`config.mk`:
```
export PLATFORM = sky130hd
export DESIGN_NAME = contrast_stretch
export DESIGN_NICKNAME = d
export VERILOG_FILES = /design/src/rtl/cs_pkg.sv /design/src/rtl/seq_divider.sv /design/src/rtl/contrast_stretch.sv
export SDC_FILE = /design/constraint.sdc
export NUM_CORES = 1
export LEC_CHECK = 0
export ABC_CLOCK_PERIOD_IN_PS = 9890
export CAP_MARGIN = 25
export CORE_ASPECT_RATIO = 0.75
export CORE_MARGIN = 4
export CORE_UTILIZATION = 56
export CTS_CLUSTER_SIZE = 20
export DETAILED_ROUTE_END_ITERATION = 10
export GPL_TIMING_DRIVEN = 0
export PLACE_DENSITY = 0.76
export SYNTH_ARGS = -nofsm -noshare
export SYNTH_HDL_FRONTEND = slang
export SYNTH_HIERARCHICAL = 1
export SYNTH_SLANG_ARGS = --single-unit
export TNS_END_PERCENT = 100
```
`constraint.sdc`:
```
create_clock -name clk_i_cs -period 9.89 [get_ports clk_i_cs]
set_input_delay 1.4835 -clock clk_i_cs [delete_from_list [all_inputs] [get_ports clk_i_cs]]
set_output_delay 1.4835 -clock clk_i_cs [all_outputs]
set_load 0.03 [all_outputs]
```
`src/rtl/cs_pkg.sv`:
```
// Shared types and constants for the contrast-stretch engine and its divider.
package cs_pkg;
  typedef enum logic [2:0] {IDLE, SCAN, DIV, MAP, DONE} cs_state_e;

  localparam int GAIN_WIDTH = 24;
  localparam int PIX_MAX    = 255;
endpackage

```
`src/rtl/seq_divider.sv`:
```
// Restoring divider, one quotient bit per cycle: 1 load cycle + DIVIDEND_W iterations.
// o_done is high during the final iteration; o_quotient is valid from the next cycle.
module seq_divider #(
  parameter int DIVIDEND_W = 24,
  parameter int DIVISOR_W  = 8
) (
  input  logic                  i_clk,
  input  logic                  i_rst,
  input  logic                  i_start,
  input  logic [DIVIDEND_W-1:0] i_dividend,
  input  logic [DIVISOR_W-1:0]  i_divisor,
  output logic [DIVIDEND_W-1:0] o_quotient,
  output logic                  o_done
);
  localparam int CNT_W = $clog2(DIVIDEND_W + 1);

  logic [DIVISOR_W-1:0]  r_rem;
  logic [DIVISOR_W-1:0]  r_dvs;
  logic [DIVIDEND_W-1:0] r_quo;
  logic [CNT_W-1:0]      r_cnt;
  logic                  r_busy;

  logic [DIVISOR_W:0]    w_shift;
  logic [DIVISOR_W:0]    w_diff;
  logic                  w_fits;

  // Remainder stays below the divisor, so the shifted value fits DIVISOR_W+1 bits.
  assign w_shift = {r_rem, r_quo[DIVIDEND_W-1]};
  assign w_diff  = w_shift - {1'b0, r_dvs};
  assign w_fits  = ~w_diff[DIVISOR_W];

  always_ff @(posedge i_clk) begin
    if (i_rst) begin
      r_rem  <= '0;
      r_dvs  <= '0;
      r_quo  <= '0;
      r_cnt  <= '0;
      r_busy <= 1'b0;
    end else if (i_start) begin
      r_rem  <= '0;
      r_dvs  <= i_divisor;
      r_quo  <= i_dividend;
      r_cnt  <= CNT_W'(DIVIDEND_W);
      r_busy <= 1'b1;
    end else if (r_busy) begin
      r_rem  <= w_fits ? w_diff[DIVISOR_W-1:0] : w_shift[DIVISOR_W-1:0];
      r_quo  <= {r_quo[DIVIDEND_W-2:0], w_fits};
      r_cnt  <= r_cnt - CNT_W'(1);
      if (r_cnt == CNT_W'(1)) r_busy <= 1'b0;
    end
  end

  assign o_quotient = r_quo;
  assign o_done     = r_busy && (r_cnt == CNT_W'(1));
endmodule

```
`src/rtl/contrast_stretch.sv`:
```
// Two-pass contrast stretch: scan for min/max, divide for a fixed-point gain,
// then re-read the frame and emit remapped pixels one per cycle.
module contrast_stretch
  import cs_pkg::*;
#(
  parameter int DATA_WIDTH = 8,
  parameter int RAM_DEPTH  = 76800,
  parameter int ADDR_WIDTH = $clog2(RAM_DEPTH),
  parameter int FRAC_BITS  = 16
) (
  input  logic                  clk_i_cs,
  input  logic                  rst_i_cs,
  input  logic                  start_i_cs,
  output logic                  en_o_cs,
  output logic                  re_o_cs,
  output logic [ADDR_WIDTH-1:0] address_o_cs,
  input  logic [DATA_WIDTH-1:0] data_i_cs,
  output logic [DATA_WIDTH-1:0] pix_o_cs,
  output logic [ADDR_WIDTH-1:0] pix_addr_o_cs,
  output logic                  pix_we_o_cs,
  output logic [DATA_WIDTH-1:0] min_o_cs,
  output logic [DATA_WIDTH-1:0] max_o_cs,
  output logic                  busy_o_cs,
  output logic                  done_o_cs
);
  localparam int PROD_W = DATA_WIDTH + GAIN_WIDTH;
  localparam logic [GAIN_WIDTH-1:0] DIVIDEND = GAIN_WIDTH'(PIX_MAX << FRAC_BITS);
  localparam logic [PROD_W-1:0]     HALF     = PROD_W'(1) << (FRAC_BITS - 1);
  localparam logic [ADDR_WIDTH-1:0] LAST     = ADDR_WIDTH'(RAM_DEPTH - 1);

  cs_state_e             r_state;
  logic                  r_en;
  logic [ADDR_WIDTH-1:0] r_addr;
  logic [1:0]            r_vld_pipe;
  logic [ADDR_WIDTH-1:0] r_rd_addr;
  logic [DATA_WIDTH-1:0] r_min;
  logic [DATA_WIDTH-1:0] r_max;
  logic                  r_bypass;
  logic                  r_div_started;
  logic [DATA_WIDTH-1:0] r_pix;
  logic [ADDR_WIDTH-1:0] r_pix_addr;
  logic                  r_busy;
  logic                  r_done;

  logic                  w_last;
  logic [DATA_WIDTH-1:0] w_range;
  logic                  w_div_start;
  logic                  w_div_done;
  logic [GAIN_WIDTH-1:0] w_gain;
  logic [DATA_WIDTH-1:0] w_delta;
  logic [PROD_W-1:0]     w_prod;
  logic [PROD_W-1:0]     w_round;
  logic [DATA_WIDTH-1:0] w_pix;
  logic                  w_map_vld;
  logic                  w_unused_frac;

  assign w_last      = (r_addr == LAST);
  assign w_range     = r_max - r_min;
  assign w_div_start = (r_state == DIV) && !r_div_started && (w_range != '0);
  assign w_map_vld   = (r_state == MAP) && r_vld_pipe[0];

  seq_divider #(
    .DIVIDEND_W (GAIN_WIDTH),
    .DIVISOR_W  (DATA_WIDTH)
  ) u_div (
    .i_clk      (clk_i_cs),
    .i_rst      (rst_i_cs),
    .i_start    (w_div_start),
    .i_dividend (DIVIDEND),
    .i_divisor  (w_range),
    .o_quotient (w_gain),
    .o_done     (w_div_done)
  );

  assign w_delta       = data_i_cs - r_min;
  assign w_prod        = PROD_W'(w_delta) * PROD_W'(w_gain);
  assign w_round       = w_prod + HALF;
  assign w_pix         = r_bypass ? data_i_cs : w_round[FRAC_BITS +: DATA_WIDTH];
  assign w_unused_frac = ^w_round[FRAC_BITS-1:0];

  always_ff @(posedge clk_i_cs) begin
    if (rst_i_cs) begin
      r_state       <= IDLE;
      r_en          <= 1'b0;
      r_addr        <= '0;
      r_vld_pipe    <= '0;
      r_rd_addr     <= '0;
      r_min         <= '0;
      r_max         <= '0;
      r_bypass      <= 1'b0;
      r_div_started <= 1'b0;
      r_pix         <= '0;
      r_pix_addr    <= '0;
      r_busy        <= 1'b0;
      r_done        <= 1'b0;
    end else begin
      r_done        <= 1'b0;
      r_vld_pipe[0] <= r_en;
      r_vld_pipe[1] <= w_map_vld;
      r_rd_addr     <= r_addr;
      r_pix_addr    <= r_rd_addr;
      if (w_map_vld) r_pix <= w_pix;

      case (r_state)
        IDLE: if (start_i_cs) begin
          r_min         <= DATA_WIDTH'(PIX_MAX);
          r_max         <= '0;
          r_bypass      <= 1'b0;
          r_div_started <= 1'b0;
          r_en          <= 1'b1;
          r_addr        <= '0;
          r_busy        <= 1'b1;
          r_state       <= SCAN;
        end
        SCAN: begin
          if (r_vld_pipe[0]) begin
            if (data_i_cs < r_min) r_min <= data_i_cs;
            if (data_i_cs > r_max) r_max <= data_i_cs;
          end
          // Terminal-count stop; the trailing cycle collects the last sample.
          if (r_en) begin
            if (w_last) begin
              r_en   <= 1'b0;
              r_addr <= '0;
            end else begin
              r_addr <= r_addr + ADDR_WIDTH'(1);
            end
          end else begin
            r_state <= DIV;
          end
        end
        DIV: begin
          if (!r_div_started) begin
            if (w_range == '0) begin
              r_bypass <= 1'b1;
              r_en     <= 1'b1;
              r_addr   <= '0;
              r_state  <= MAP;
            end else begin
              r_div_started <= 1'b1;
            end
          end else if (w_div_done) begin
            r_en    <= 1'b1;
            r_addr  <= '0;
            r_state <= MAP;
          end
        end
        MAP: begin
          if (r_en) begin
            if (w_last) begin
              r_en   <= 1'b0;
              r_addr <= '0;
            end else begin
              r_addr <= r_addr + ADDR_WIDTH'(1);
            end
          end
          if (r_vld_pipe[1] && (r_pix_addr == LAST)) begin
            r_done  <= 1'b1;
            r_state <= DONE;
          end
        end
        DONE: begin
          r_busy  <= 1'b0;
          r_state <= IDLE;
        end
        default: r_state <= IDLE;
      endcase
    end
  end

  // The gain is floor(255/range) scaled, so a rounded result above 255 means a broken gain.
  always_ff @(posedge clk_i_cs) begin
    if (!rst_i_cs && w_map_vld && !r_bypass)
      assert (w_round[PROD_W-1:FRAC_BITS+DATA_WIDTH] == '0);
  end

  assign en_o_cs       = r_en;
  assign re_o_cs       = r_en;
  assign address_o_cs  = r_addr;
  assign pix_o_cs      = r_pix;
  assign pix_addr_o_cs = r_pix_addr;
  assign pix_we_o_cs   = r_vld_pipe[1];
  assign min_o_cs      = r_min;
  assign max_o_cs      = r_max;
  assign busy_o_cs     = r_busy;
  assign done_o_cs     = r_done;
endmodule

```
# Word-level counts from Yosys, hierarchy flattened
# Index checks and enable logic that the tools add are counted.
# totals
regBits	131
inputBits	11
out_inout_bits	63
elab_cells	120
# op_classes
addsub	6
mul	1
n_lt_le_gt_ge	2
eq_ne	18
n_mux	46
bitwise	2
n_reduce_logical	25
# ops
cell	count
2-to-1 mux 17 bit	6
2-to-1 mux 8 bit	8
one-hot mux 17 bit (3 select lines)	1
2-to-1 mux 24 bit	2
== test 17 bit (second input constant)	2
one-hot mux 8 bit (2 select lines)	2
adder 24 x 16 -> 24 bit (second input constant)	1
multiplier 8 x 24 -> 24 bit	1
2-to-1 mux 3 bit	6
adder 17 x 1 -> 17 bit (second input constant)	1
AND reduction 4 bit	4
subtractor 8 bit	2
2-to-1 mux 1 bit	14
inequality test 2 bit (second input constant)	6
one-hot mux 3 bit (4 select lines)	1
2-to-1 mux 5 bit	2
AND reduction 5 bit	2
subtractor 9 x 8 -> 9 bit	1
> comparator 8 bit	1
zero test 8 bit	1
< comparator 8 bit	1
nonzero test 2 bit	4
nonzero test 8 bit	1
== test 3 x 2 -> 1 bit (second input constant)	2
other kinds (15)	28

# Longest topological paths before layout
# Gate-level depths: netlist of run 1.
# logic_depth
word_depth	5
mapped_depth	27
depth_no_buf	27

# By module
# Netlist of run 1, hierarchy kept.
# by_module_without_submodules
mod	instances	cells_per_inst	area_each_um2	seq_area_each_um2
contrast_stretch	1	1000	8846.0	1701.6
seq_divider	1	283	2382.3	920.9

# Worst setup path after synthesis of run 1
# No wires, ideal clock.
# synth_timing
kind	input to register
start	input data_i_cs[0]
end	register r_pix[7], in the netlist pix_o_cs[7]
t_arrival_ps	7199
slack_ps	2564
stages	25
n_path_buf	1
path_cell_list	inv_1 ha_1 inv_1 fa_1 a211oi_2 o31ai_1 a21oi_1 xnor2_1 clkbuf_1 and2_1 fa_1 fa_1 fa_1 inv_1 fa_1 inv_1 ha_1 a21oi_1 o21bai_1 a2111oi_0 a21oi_1 a21o_1 a21oi_1 xnor3_1 o2bb2ai_1
# synth_via
elab_chain_cells	4
# synth_lines
item	line_no	source
from (decl)	contrast_stretch.sv:17	input logic [DATA_WIDTH-1:0] data_i_cs,
subtractor 8 bit	contrast_stretch.sv:75	assign w_delta = data_i_cs - r_min;
multiplier 8 x 24 -> 24 bit	contrast_stretch.sv:76	assign w_prod = PROD_W'(w_delta) * PROD_W'(w_gain);
adder 24 x 16 -> 24 bit	contrast_stretch.sv:77	assign w_round = w_prod + HALF;
2-to-1 mux 8 bit	contrast_stretch.sv:78	assign w_pix = r_bypass ? data_i_cs : w_round[FRAC_BITS +: DATA_WIDTH];
to (signal assigned)	contrast_stretch.sv:102	if (w_map_vld) r_pix <= w_pix;
to (decl)	contrast_stretch.sv:40	logic [DATA_WIDTH-1:0] r_pix;
# No other way between the ends.
# A chain may end at the register's enable or synchronous reset.

# Worst setup path after layout of run 1
# layout_timing
start	input data_i_cs[1]
end	register r_pix[4], in the netlist pix_o_cs[4]
# Same word-level chain as after synthesis.

==> out/metrics.yaml, run 1 <==
yosys:
  synth.distinct_cells: 73
  synth_compound_area_share_pct: 10.40
  synth_xor_xnor_area_share_pct: 4.201
  synth-edff-count: 0
  synth_fa_ha_area_share_pct: 28.79
  synth_seq_cells: 131
  synthTopCellsByArea: "sky130_fd_sc_hd__dfxtp_1, sky130_fd_sc_hd__fa_1, sky130_fd_sc_hd__ha_1"
  postSynth.topFlopCell: "sky130_fd_sc_hd__dfxtp_1"
  syn-instance-count: 1283
  syn_avg_cell_area_um2: 8.752
  asyncSetResetFlopFracSynth_pct: 0
  top_count_cell_post_synth: "sky130_fd_sc_hd__inv_1"
  main_combinational_cell_family_by_area_after_synthesis: "adder cells"
  seq_area_frac_synth_pct: 23.36
  synth_simple_gate_area_share_pct: 22.40
  synth_top_area_cell: "sky130_fd_sc_hd__dfxtp_1"
  yosys_warnings: 6
  multiplexer_area_fraction_after_synthesis_pct: 3.031
  ys_top_cells_by_count: "sky130_fd_sc_hd__inv_1, sky130_fd_sc_hd__dfxtp_1, sky130_fd_sc_hd__and2_1, sky130_fd_sc_hd__nor2_1, sky130_fd_sc_hd__fa_1"
  synth_top_cell_area_share_pct: 23.36
  syn-cell-area_um2: 11230
floorplan:
  num_io_pins: 74
  row_count: 44
  floorplan.initialDensity_pct: 57.45
  placeableCoreArea_um2: 19540
  floorplan.die.width_um: 171.5
  fp.dieH_um: 130.6
  floorplan.die_area_um2: 22400
clocking:
  postCtsResizedCells: 0
  cts_htree_levels: 4
  clk-insertion-delay-late_ns: 0.43
  cts.sink_count: 131
  max-clock-path-buffers: 2
  clkSlewWorstSetupHoldPaths_ns: 0.07
  cts_root_buf: "sky130_fd_sc_hd__clkbuf_16"
  cts_buffers: 17
  cts_hold_buffers: 0
  cts_post_setup_buffers_inserted: 0
  tritoncts: "built"
worst_setup_path:
  cp_slowest_stage_delay_ns: 0.70
  cp.required_ns: 10.23
  worst_setup_path_endpoint: "pix_o_cs[4]"
  critical_path_start_type: "input pin"
  critical_path_class: "in -> reg"
  worstRegToRegCells: 25
  critPathLaunch: "data_i_cs[1]"
  crit_fanout: 10
  crit_slowest_cell: "sky130_fd_sc_hd__nor4_1"
  worst_path_most_repeated_cell: "sky130_fd_sc_hd__fa_1"
  critical_path.reg2reg.startpoint: "min_o_cs[1]"
  setup.worst_path.end_class: "flop"
  cp.arrival_ns: 9.14
  ff2ff_setup_slack_ns: 2.41
  critical_r2r_capture: "pix_o_cs[4]"
drt:
  viasPerCell: 5.382
  first_pass_iters: 6
  drt_drc_violations_left: 0
  totalWireLength_mm: 27.18
  drtAntennaViolNets: 0
  detailedRoute.firstIterationViolations: 762
  average_wire_length_per_cell_after_detail_routing_um: 16.34
  detailroute.via_count: 8950
global_routing:
  grtUsageTotal_pct: 25.24
  vias_in_the_first_global_route: 8791
  grt_pass1_wl_mm: 45.05
  overflow_left_after_global_routing: 0
  initial_antenna_violation_count: 0
  pin_count_of_the_biggest_net_entering_global_routing: 17
timing:
  finalHoldViolCount: 0
  worst_slew_pin_slew_ns: 0.8740
  final.period_utilization_pct: 88.93
  fin_skew_ns: 0.008454
  holdWs_ns: 0.4375
  rsz0062_at_grt: "false"
  max_freq_mhz: 113.7
  finalSetupTns_ns: 0
  relSlewSlack_pct: 41.19
  finalCriticalPeriod_ns: 8.796
  final_setup_violations: 0
  final-max-slew-violation-count: 0
place:
  dpl.hpwl_mm: 21.17
  finalWeightedCongestion: 0.9296
  placed_standard_cell_area_um2: 12360
  place.port_buffers: 73
  placed_cells: 1631
layout:
  nNetsFinal: 1601
  area_growth_syn_to_layout_pct: 15.30
  postLayoutCoreUtil_pct: 66.24
  fillers: 1590
  postLayoutCellArea_um2: 12950
  antenna-diode-count: 0
  layout.cells.non_filler: 1663
  final_layout_size_suffix_gt1_share_pct: 3.901
power:
  p_per_area_nw_per_um2: 161.2
  power_leakage_nw: 5.569
  irDropWorstVdd_uv: 108.6
run:
  max_cap_viol_count: 0
run_status:
  run_status: "complete, no violations"
min_path:
  hold_class: "reg -> reg"
  worstHoldPathCells: 1
[cell families after synthesis]
logic type | Yosys count
AND/OR/NAND/NOR | 469
buffers and inverters | 230
adder cells (fa/ha/maj) | 193
AO/OA/AOI/OAI | 175
flip-flops | 131
XOR/XNOR | 49
multiplexers | 34
other | 2
[flip-flops by register name (all words and copies together) (netlist names), 2 cells and up]
name	cells
r_state	3
max_o_cs	8
pix_addr_o_cs	17
u_div/r_rem	8
min_o_cs	8
u_div/o_quotient	24
u_div/r_cnt	5
r_vld_pipe	2
address_o_cs	17
r_rd_addr	17
u_div/r_dvs	8
pix_o_cs	8
[layer usage]
layer  part of all wire (%)  track usage, %
met1                     51           39.48
met4                    1.4           6.008
met2                     41           35.48
met3                    6.9           5.504
met5                      0               0
[layout by cell type (no fill, tap or decap), types with 4 or more instances in the layout]
cell / count
sky130_fd_sc_hd__a21o_1: 8
sky130_fd_sc_hd__inv_6: 5
sky130_fd_sc_hd__nand3_1: 27
sky130_fd_sc_hd__nor2b_1: 63
sky130_fd_sc_hd__nor2_1: 112
sky130_fd_sc_hd__nor3_1: 25
sky130_fd_sc_hd__inv_8: 4
sky130_fd_sc_hd__buf_1: 5
sky130_fd_sc_hd__nand2b_1: 15
sky130_fd_sc_hd__mux2i_1: 34
sky130_fd_sc_hd__ha_1: 84
sky130_fd_sc_hd__o21ai_0: 24
sky130_fd_sc_hd__clkdlybuf4s50_1: 73
sky130_fd_sc_hd__and3_1: 7
sky130_fd_sc_hd__nand4_1: 4
sky130_fd_sc_hd__fa_1: 109
sky130_fd_sc_hd__or3_1: 4
sky130_fd_sc_hd__a31oi_1: 5
sky130_fd_sc_hd__a21oi_1: 60
sky130_fd_sc_hd__nand2_1: 59
sky130_fd_sc_hd__o211ai_1: 5
sky130_fd_sc_hd__o21a_1: 10
sky130_fd_sc_hd__conb_1: 24
sky130_fd_sc_hd__clkbuf_16: 17
sky130_fd_sc_hd__and2_1: 117
sky130_fd_sc_hd__o21ai_1: 6
sky130_fd_sc_hd__o31ai_1: 6
sky130_fd_sc_hd__a211oi_1: 19
sky130_fd_sc_hd__nor4_1: 14
sky130_fd_sc_hd__inv_1: 180
sky130_fd_sc_hd__xor2_1: 16
sky130_fd_sc_hd__o41ai_1: 4
sky130_fd_sc_hd__dfxtp_1: 131
sky130_fd_sc_hd__xnor2_1: 29
sky130_fd_sc_hd__clkbuf_1: 41
[report_power, final]
| group | total (W) | internal, W | leakage [nW] | switching (W) |
|---|---|---|---|---|
| clock | 0.000621 | 0.000338 | 0.285 | 0.000283 |
| sequential | 0.000609 | 0.000562 | 1.06 | 0.0000474 |
| combinational | 0.000857 | 0.000319 | 4.22 | 0.000538 |
| total | 0.00209 | 0.00122 | 5.57 | 0.000868 |
[per-stage QoR]
stage	total power (W)	setup WS, ns
global placement	0.001447	0.8216
finish	0.002087	1.094
detailed placement	0.001465	0.7134
CTS	0.002090	1.101
floorplan	0.001231	2.564
global route	0.002237	0.5637
[critical path, delay by kind of cell]
kind / cells / cell delay (ns)
adder cells (fa/ha/maj): 6 / 2.65
AO/OA/AOI/OAI: 9 / 1.83
AND/OR/NAND/NOR: 4 / 1.22
buffers and inverters: 4 / 1.18
XOR/XNOR: 2 / 0.76
[worst min path at each step]
stage / startpoint / endpoint / slack [ns]
floorplan: r_rd_addr[0] / pix_addr_o_cs[0] / 0.41
global placement: r_rd_addr[14] / pix_addr_o_cs[14] / 0.42
detailed placement: r_rd_addr[6] / pix_addr_o_cs[6] / 0.42
CTS: r_rd_addr[6] / pix_addr_o_cs[6] / 0.44
global route: r_rd_addr[6] / pix_addr_o_cs[6] / 0.46
finish: r_rd_addr[6] / pix_addr_o_cs[6] / 0.44
[final cells by class]
cell class | count | area, um^2 | share of cell area (%)
well taps | 253 | 316.6 | 2.445
repair buffers | 73 | 730.7 | 5.644
multi-input cells | 944 | 7818 | 60.38
inverters | 180 | 675.6 | 5.219
plain buffers | 50 | 195.2 | 1.508
flip-flops and latches | 131 | 2623 | 20.26
clock inverters | 15 | 162.7 | 1.256
clock buffers | 17 | 425.4 | 3.286
Power figures use the tool's default switching activity.
==> inputs of run 2 (changes only) <==
--- a/config.mk
+++ b/config.mk
@@ -16,6 +16,5 @@
 export PLACE_DENSITY = 0.76
 export SYNTH_ARGS = -nofsm -noshare
 export SYNTH_HDL_FRONTEND = slang
-export SYNTH_HIERARCHICAL = 1
 export SYNTH_SLANG_ARGS = --single-unit
 export TNS_END_PERCENT = 100
==> run 2 against run 1 <==
  * Area after synthesis is 3.0% lower
  * Global-route usage hardly changed
  * Worst setup slack worse by 0.21 ns
  * Utilization is 0.45 points higher
  * Clock skew is 0.0056 ns higher
  * First-iteration DRC count is 26% lower
  * Cell count is 5.4% lower
  * Fmax is 2.3% lower
  * Highest routed layer is now met5
==> out/metrics.yaml, run 2 <==
power:
  power_leakage_nw: 5.450  # -2.1%
  net-switching-power_w: 0.001109  # +28%
  p_per_area_nw_per_um2: 201.8  # +25%
  switching_share_pct: 43.88  # +2.3 points
  irDropWorstVdd_uv: 150.1  # +38%
  p_int_w: 0.001418  # +16%
  overall_power_of_the_completed_layout_w: 0.002527  # +21%
  p_comb_share_pct: 49.4  # +8.3 points
  seqPwrFrac_pct: 25.9  # -3.3 points
  power.clock.fraction_pct: 24.7  # -5.1 points
worst_setup_path:
  setup.worst_path.end_class: "flop"
  timing.critical_path.depth: 25  # unchanged
  crit_fanout: 10  # unchanged
  worst_path_most_repeated_cell: "sky130_fd_sc_hd__fa_1"
  crit_slowest_cell: "sky130_fd_sc_hd__clkdlybuf4s50_1"
  worstRegToRegCells: 25  # unchanged
  worst-path-buf-inv: 3  # -1
  critical_r2r_capture: "pix_o_cs[3]"
  cp.required_ns: 10.17  # -0.06 ns
  worst_setup_path_endpoint: "pix_o_cs[3]"
  critical-path-top-delay-family: "adder cells"
  cp_slowest_stage_delay_ns: 0.71  # about the same
  critical_path.reg2reg.startpoint: "min_o_cs[1]"
  critical_path_start_type: "input pin"
  critPathLaunch: "data_i_cs[1]"
  ff2ff_setup_slack_ns: 2.07  # -0.34 ns
  critical_path_class: "in -> reg"
  cp.arrival_ns: 9.28  # +0.14 ns
floorplan:
  fp.dieH_um: 128.8  # -1.4%
  num_io_pins: 74  # unchanged
  floorplan.die_area_um2: 21770  # -2.8%
  row_count: 43  # -2.3%
  floorplan.die.width_um: 169.0  # -1.4%
  placeableCoreArea_um2: 18780  # -3.9%
  floorplan.initialDensity_pct: 58.01  # +0.56 points
drt:
  detailedRoute.firstIterationViolations: 566  # -26%
  viasPerCell: 5.461  # +1.5%
  drtAntennaViolNets: 0  # unchanged
  detailroute.via_count: 8590  # -4.0%
  drt_drc_violations_left: 0  # unchanged
  average_wire_length_per_cell_after_detail_routing_um: 16.91  # +3.5%
  first_pass_iters: 5  # -1
  totalWireLength_mm: 26.60  # -2.1%
yosys:
  ys_top_cells_by_count: "sky130_fd_sc_hd__inv_1, sky130_fd_sc_hd__dfxtp_1, sky130_fd_sc_hd__fa_1, sky130_fd_sc_hd__and2_1, sky130_fd_sc_hd__ha_1"
  syn_avg_cell_area_um2: 8.929  # +2.0%
  synth_top_cell_area_share_pct: 24.08  # +0.72 points
  top_count_cell_post_synth: "sky130_fd_sc_hd__inv_1"
  asyncSetResetFlopFracSynth_pct: 0  # unchanged
  syn-instance-count: 1220  # -4.9%
  synth_seq_cells: 131  # unchanged
  synth-edff-count: 0  # unchanged
  mappedNetlistNets: 1424
  yosys_warnings: 0  # -6
  seq_area_frac_synth_pct: 24.08  # +0.72 points
  synth.distinct_cells: 64  # -12%
  synthTopCellsByArea: "sky130_fd_sc_hd__dfxtp_1, sky130_fd_sc_hd__fa_1, sky130_fd_sc_hd__ha_1"
  postSynth.topFlopCell: "sky130_fd_sc_hd__dfxtp_1"
  synth_top_area_cell: "sky130_fd_sc_hd__dfxtp_1"
  syn-cell-area_um2: 10890  # -3.0%
place:
  pre_cts_ws_ns: 0.5324  # -0.1810 ns
  placed_cells: 1541  # -5.5%
  dpl.hpwl_mm: 20.85  # -1.5%
  place.port_buffers: 73  # unchanged
  finalWeightedCongestion: 0.8825  # -5.1%
timing:
  finalSetupTns_ns: 0  # unchanged
  final-max-slew-violation-count: 0  # unchanged
  final.period_utilization_pct: 91.01  # +2.1 points
  final_setup_violations: 0  # unchanged
  fin_skew_ns: 0.01404  # +0.005584 ns
  max_freq_mhz: 111.1  # -2.3%
  worst_slack_ns: 0.8890  # -0.2054 ns
  worst_slew_pin_slew_ns: 0.9610  # +0.08700 ns
  finalCriticalPeriod_ns: 9.001  # +0.2054 ns
  relSlewSlack_pct: 35.44  # -5.8 points
  rsz0062_at_grt: "false"
  finalHoldViolCount: 0  # unchanged
global_routing:
  grt_busiest_layer: "met1"
  met3_usage_pct: 7.125  # +1.6 points
  global_route.usage.met1_pct: 38.59  # -0.89 points
  grt_pass1_wl_mm: 44.28  # -1.7%
  initial_antenna_violation_count: 1  # +1
  grtUsageTotal_pct: 25.25  # about the same
  groute.layer.met2.usage_pct: 35.74  # +0.26 points
  overflow_left_after_global_routing: 0  # unchanged
  vias_in_the_first_global_route: 8584  # -2.4%
  pin_count_of_the_biggest_net_entering_global_routing: 17  # unchanged
clocking:
  cts_post_setup_buffers_inserted: 0  # unchanged
  postCtsResizedCells: 0  # unchanged
  tritoncts: "built"
  cts_htree_levels: 4  # unchanged
  cts_hold_buffers: 0  # unchanged
  cts.sink_count: 131  # unchanged
  max-clock-path-buffers: 2  # unchanged
  cts_buffers: 17  # unchanged
  clkSlewWorstSetupHoldPaths_ns: 0.07  # about the same
  clk-insertion-delay-late_ns: 0.42  # about the same
  cts_root_buf: "sky130_fd_sc_hd__clkbuf_16"
layout:
  largest_register_ffs: 24  # unchanged
  area_growth_syn_to_layout_pct: 14.97
  fillers: 1522  # -4.3%
  layout.cells.non_filler: 1573  # -5.4%
  most_frequent_cells_in_the_layout: "sky130_fd_sc_hd__inv_1, sky130_fd_sc_hd__dfxtp_1, sky130_fd_sc_hd__fa_1"
  layout.cells.most_common: "sky130_fd_sc_hd__inv_1"
  final_layout_size_suffix_gt1_share_pct: 4.072  # +0.17 points
  antenna-diode-count: 0  # unchanged
  nNetsFinal: 1517  # -5.2%
run:
  max_cap_viol_count: 0  # unchanged
run_status:
  run_status: "complete, no violations"
min_path:
  hold_class: "reg -> reg"
run 2: cell count changes after synthesis, moves of 6 or more:
cell	delta
sky130_fd_sc_hd__nand3_1	-12
sky130_fd_sc_hd__xnor2_1	-9
sky130_fd_sc_hd__and3_1	+23
sky130_fd_sc_hd__nor4_1	-13
sky130_fd_sc_hd__mux2_2	+7
sky130_fd_sc_hd__nor2_1	-30
sky130_fd_sc_hd__nor3_1	-13
sky130_fd_sc_hd__o21a_1	-6
sky130_fd_sc_hd__and2_1	-19
sky130_fd_sc_hd__nor3b_1	+9
sky130_fd_sc_hd__nand2_1	+12
run 2: stage by stage:
step | utilization [%] | hold WS (ns) | cell area, um^2
detailed placement | 63.58 | 0.4204 | 11940
floorplan | - | 0.4138 | 10890
global route | 66.70 | 0.4484 | 12520
finish | 66.70 | 0.4326 | 12520
CTS | 66.70 | 0.4371 | 12520
global placement | 63.55 | 0.4204 | 11930
run 2: area by class of cell:
type / count / area [um^2] / share of cell area [%]
buffer: 51 / 196.4 / 1.569
clock inverter: 15 / 160.2 / 1.279
clock buffer: 17 / 425.4 / 3.397
multi-input combinational: 863 / 7417 / 59.23
timing repair buffer: 74 / 735.7 / 5.875
tap: 247 / 309.0 / 2.468
sequential: 131 / 2623 / 20.94
inverter: 175 / 656.9 / 5.245
run 2: cell families after synthesis:
kind of cell    count (synthesis)  share of synthesized area (%)
compound gates                160                          9.637
xor+xnor                       38                          3.331
fa+ha+maj                     193                          29.68
buf+inv                       226                          7.834
flops                         131                          24.08
mux                            39                          3.664
simple gates                  433                          21.78
run 2: how the worst min path moves through the flow:
stage                       start                end  slack (ns)  cells past startpoint
floorplan            r_rd_addr[0]   pix_addr_o_cs[0]        0.41                      1
global placement    r_rd_addr[16]  pix_addr_o_cs[16]        0.42                      1
detailed placement  r_rd_addr[10]  pix_addr_o_cs[10]        0.42                      1
CTS                 r_rd_addr[10]  pix_addr_o_cs[10]        0.44                      1
global route         r_rd_addr[3]   pix_addr_o_cs[3]        0.45                      1
finish              r_rd_addr[11]  pix_addr_o_cs[11]        0.43                      1
run 2: power by group through the flow:
stage | Sequential [W] | Clock (W) | Combinational (W)
finish | 0.000655 | 0.000624 | 0.00125
global route | 0.000663 | 0.000653 | 0.00138
CTS | 0.000652 | 0.000629 | 0.00124
detailed placement | 0.000662 | 0 | 0.00122
global placement | 0.000662 | 0 | 0.00120
floorplan | 0.000680 | 0 | 0.000876
run 2: layer usage:
layer,share of wire (%),up-vias
met3,8.4,28
li1,-,4151
met5,0.049,-
met1,49,4124
met2,41,285
met4,1.0,2
==> inputs of run 3 (changes only) <==
--- a/config.mk
+++ b/config.mk
@@ -7,7 +7,7 @@
 export LEC_CHECK = 0
 export ABC_CLOCK_PERIOD_IN_PS = 9890
 export CAP_MARGIN = 25
-export CORE_ASPECT_RATIO = 0.75
+export CORE_ASPECT_RATIO = 2
 export CORE_MARGIN = 4
 export CORE_UTILIZATION = 56
 export CTS_CLUSTER_SIZE = 20
==> run 3 against run 2 <==
  * Total power barely moved
  * First-iteration DRC count fell by 35%
  * Register-to-register slack improved by 0.25 ns
  * Critical path depth increased by 1
  * Fmax grew 1.7%
  * Sequential power barely moved
  * Sequential cell count unchanged
  * Worst hold slack improved by 0.0061 ns
  * Utilization down 0.80 points
  * Cell count grew 0.51%
  * Global-route usage grew 1.4 points
  * Critical path type unchanged
==> out/metrics.yaml, run 3 (synthesis gave the netlist of run 2 again) <==
place:
  finalWeightedCongestion: 0.9720  # +10%
  dpl.hpwl_mm: 22.29  # +7.0%
  pre_cts_ws_ns: 0.6090  # +0.07665 ns
  placed_standard_cell_area_um2: 11950  # +0.10%
  placed_cells: 1549  # +0.52%
  place.port_buffers: 73  # unchanged
power:
  net-switching-power_w: 0.001110  # +0.12%
  seqPwrFrac_pct: 26.0  # about the same
  power_leakage_nw: 5.445  # about the same
  p_comb_share_pct: 49.5  # about the same
  p_int_w: 0.001419  # about the same
  power.clock.fraction_pct: 24.5  # -0.2 points
  switching_share_pct: 43.90  # about the same
  irDropWorstVdd_uv: 210.1  # +40%
  p_per_area_nw_per_um2: 201.9  # about the same
clocking:
  cts_buffers: 17  # unchanged
  postCtsResizedCells: 0  # unchanged
  cts_hold_buffers: 0  # unchanged
  cts.sink_count: 131  # unchanged
  cts_post_setup_buffers_inserted: 0  # unchanged
  clk-insertion-delay-late_ns: 0.43  # about the same
  clkSlewWorstSetupHoldPaths_ns: 0.07  # about the same
  cts_htree_levels: 4  # unchanged
  tritoncts: "built"
  max-clock-path-buffers: 2  # unchanged
  cts_root_buf: "sky130_fd_sc_hd__clkbuf_16"
timing:
  max_freq_mhz: 113.0  # +1.7%
  worst_slack_ns: 1.041  # +0.1517 ns
  final_setup_violations: 0  # unchanged
  finalCriticalPeriod_ns: 8.849  # -0.1517 ns
  rsz0062_at_grt: "false"
  final.period_utilization_pct: 89.48  # -1.5 points
  fin_skew_ns: 0.01280  # -0.001236 ns
  final-max-slew-violation-count: 0  # unchanged
  finalHoldViolCount: 0  # unchanged
  relSlewSlack_pct: 41.07  # +5.6 points
  worst_slew_pin_slew_ns: 0.8772  # -0.08385 ns
  finalSetupTns_ns: 0  # unchanged
worst_setup_path:
  crit_fanout: 10  # unchanged
  worst_path_most_repeated_cell: "sky130_fd_sc_hd__fa_1"
  ff2ff_setup_slack_ns: 2.32  # +0.25 ns
  worstRegToRegCells: 26  # +4.0%
  setup.worst_path.end_class: "flop"
  cp.arrival_ns: 9.13  # -0.15 ns
  critical_path_start_type: "input pin"
  crit_slowest_cell: "sky130_fd_sc_hd__clkdlybuf4s50_1"
  cp.required_ns: 10.17  # about the same
  critical_path_class: "in -> reg"
  critical_r2r_capture: "pix_o_cs[7]"
  critical_path.reg2reg.startpoint: "min_o_cs[1]"
  cp_slowest_stage_delay_ns: 0.60  # -0.11 ns
global_routing:
  overflow_left_after_global_routing: 0  # unchanged
  initial_antenna_violation_count: 0  # -1
  grtUsageTotal_pct: 26.67  # +1.4 points
  pin_count_of_the_biggest_net_entering_global_routing: 17  # unchanged
  grt_pass1_wl_mm: 46.04  # +4.0%
  vias_in_the_first_global_route: 9517  # +11%
min_path:
  hold_class: "reg -> reg"
  min_from: "r_rd_addr[2]"
  hold_end: "pix_addr_o_cs[2]"
  worstHoldPathCells: 1  # unchanged
layout:
  layout.cells.most_common: "sky130_fd_sc_hd__inv_1"
  most_frequent_cells_in_the_layout: "sky130_fd_sc_hd__inv_1, sky130_fd_sc_hd__dfxtp_1, sky130_fd_sc_hd__fa_1"
  layout.cells.non_filler: 1581  # +0.51%
  postLayoutCellArea_um2: 12530  # about the same
  fillers: 1624  # +6.7%
  area_growth_syn_to_layout_pct: 15.00  # about the same
  final_layout_size_suffix_gt1_share_pct: 4.072  # unchanged
  largest_register_ffs: 24  # unchanged
  nNetsFinal: 1517  # unchanged
  antenna-diode-count: 0  # unchanged
drt:
  average_wire_length_per_cell_after_detail_routing_um: 17.49  # +3.4%
  drt_drc_violations_left: 0  # unchanged
  route.met3.wl_um: 843  # -62%
  topRoutingLayerUsed: "met4"
  detailedRoute.firstIterationViolations: 369  # -35%
  totalWireLength_mm: 27.66  # +4.0%
  detailroute.via_count: 8821  # +2.7%
  m1_wire_length_mm: 9.471  # -28%
  first_pass_iters: 5  # unchanged
  drtAntennaViolNets: 0  # unchanged
  viasPerCell: 5.579  # +2.2%
  detailroute.wirelength.met2_mm: 15.83  # +44%
floorplan:
  num_io_pins: 74  # unchanged
  fp.dieH_um: 205.2  # +59%
  row_count: 71  # +65%
  floorplan.die.width_um: 106.6  # -37%
  floorplan.die_area_um2: 21880  # +0.52%
  floorplan.initialDensity_pct: 57.30  # -0.71 points
  placeableCoreArea_um2: 19010  # +1.2%
run_status:
  run_status: "complete, no violations"
run:
  max_cap_viol_count: 0  # unchanged
[run 3: cell types whose count changed in the layout (fill, tap and decap cells not counted)]
cell / previous run / this run
sky130_fd_sc_hd__buf_2: 2 / 1
sky130_fd_sc_hd__buf_4: 1 / 2
sky130_fd_sc_hd__clkinv_4: 3 / 1
sky130_fd_sc_hd__clkinv_8: 2 / 1
sky130_fd_sc_hd__clkinvlp_4: 1 / 2
sky130_fd_sc_hd__inv_6: 3 / 5
[run 3: per-layer routing]
layer  global-route usage, %  vias up
met5                       0        -
met4                   15.64        0
met3                   3.359       94
met2                   52.12      231
met1                   25.98     4342
li1                        -     4154
[run 3: layout make-up]
cell class | instances | area, um^2 | area share [%]
tap | 255 | 319.1 | 2.547
inverter | 175 | 656.9 | 5.244
multi-input combinational | 863 | 7417 | 59.21
sequential | 131 | 2623 | 20.93
timing repair buffer | 74 | 738.2 | 5.893
clock inverter | 15 | 151.4 | 1.209
clock buffer | 17 | 425.4 | 3.396
buffer | 51 | 196.4 | 1.568
[run 3: how the worst max path moves through the flow]
stage                 start          end  slack, ns  depth (start not counted)
2_1_floorplan  data_i_cs[0]  pix_o_cs[7]       2.45                         27
3_3_place_gp   data_i_cs[2]  pix_o_cs[7]       0.66                         26
3_5_place_dp   data_i_cs[2]  pix_o_cs[7]       0.61                         26
4_1_cts        data_i_cs[2]  pix_o_cs[7]       1.03                         26
5_1_grt        data_i_cs[2]  pix_o_cs[7]       0.61                         26
6_report       data_i_cs[2]  pix_o_cs[7]       1.04                         26
[run 3: stage by stage]
stage | hold slack (ns) | utilization, % | total power [W]
2_1_floorplan | 0.4138 | - | 0.001556
3_3_place_gp | 0.4197 | 62.82 | 0.001878
3_5_place_dp | 0.4256 | 62.86 | 0.001903
4_1_cts | 0.4437 | 65.89 | 0.002533
5_1_grt | 0.4597 | 65.89 | 0.002696
6_report | 0.4387 | 65.89 | 0.002529
[run 3: critical path: cells and delay by family]
kind	cells	cell delay (ns)
and+or+nand+nor	4	1.18
buffers and inverters	4	1.13
adders and majority gates	6	2.74
AOI/OAI and AO/OA	11	2.03
xor gates and xnor gates	1	0.55
[run 3: power groups by stage]
stage                     Sequential [W]  Clock [W]  Combinational, W
after floorplan                 0.000680          0          0.000876
after global placement          0.000664          0           0.00121
after detailed placement        0.000666          0           0.00124
after CTS                       0.000655   0.000626           0.00125
after global routing            0.000664   0.000646           0.00139
final                           0.000657   0.000620           0.00125
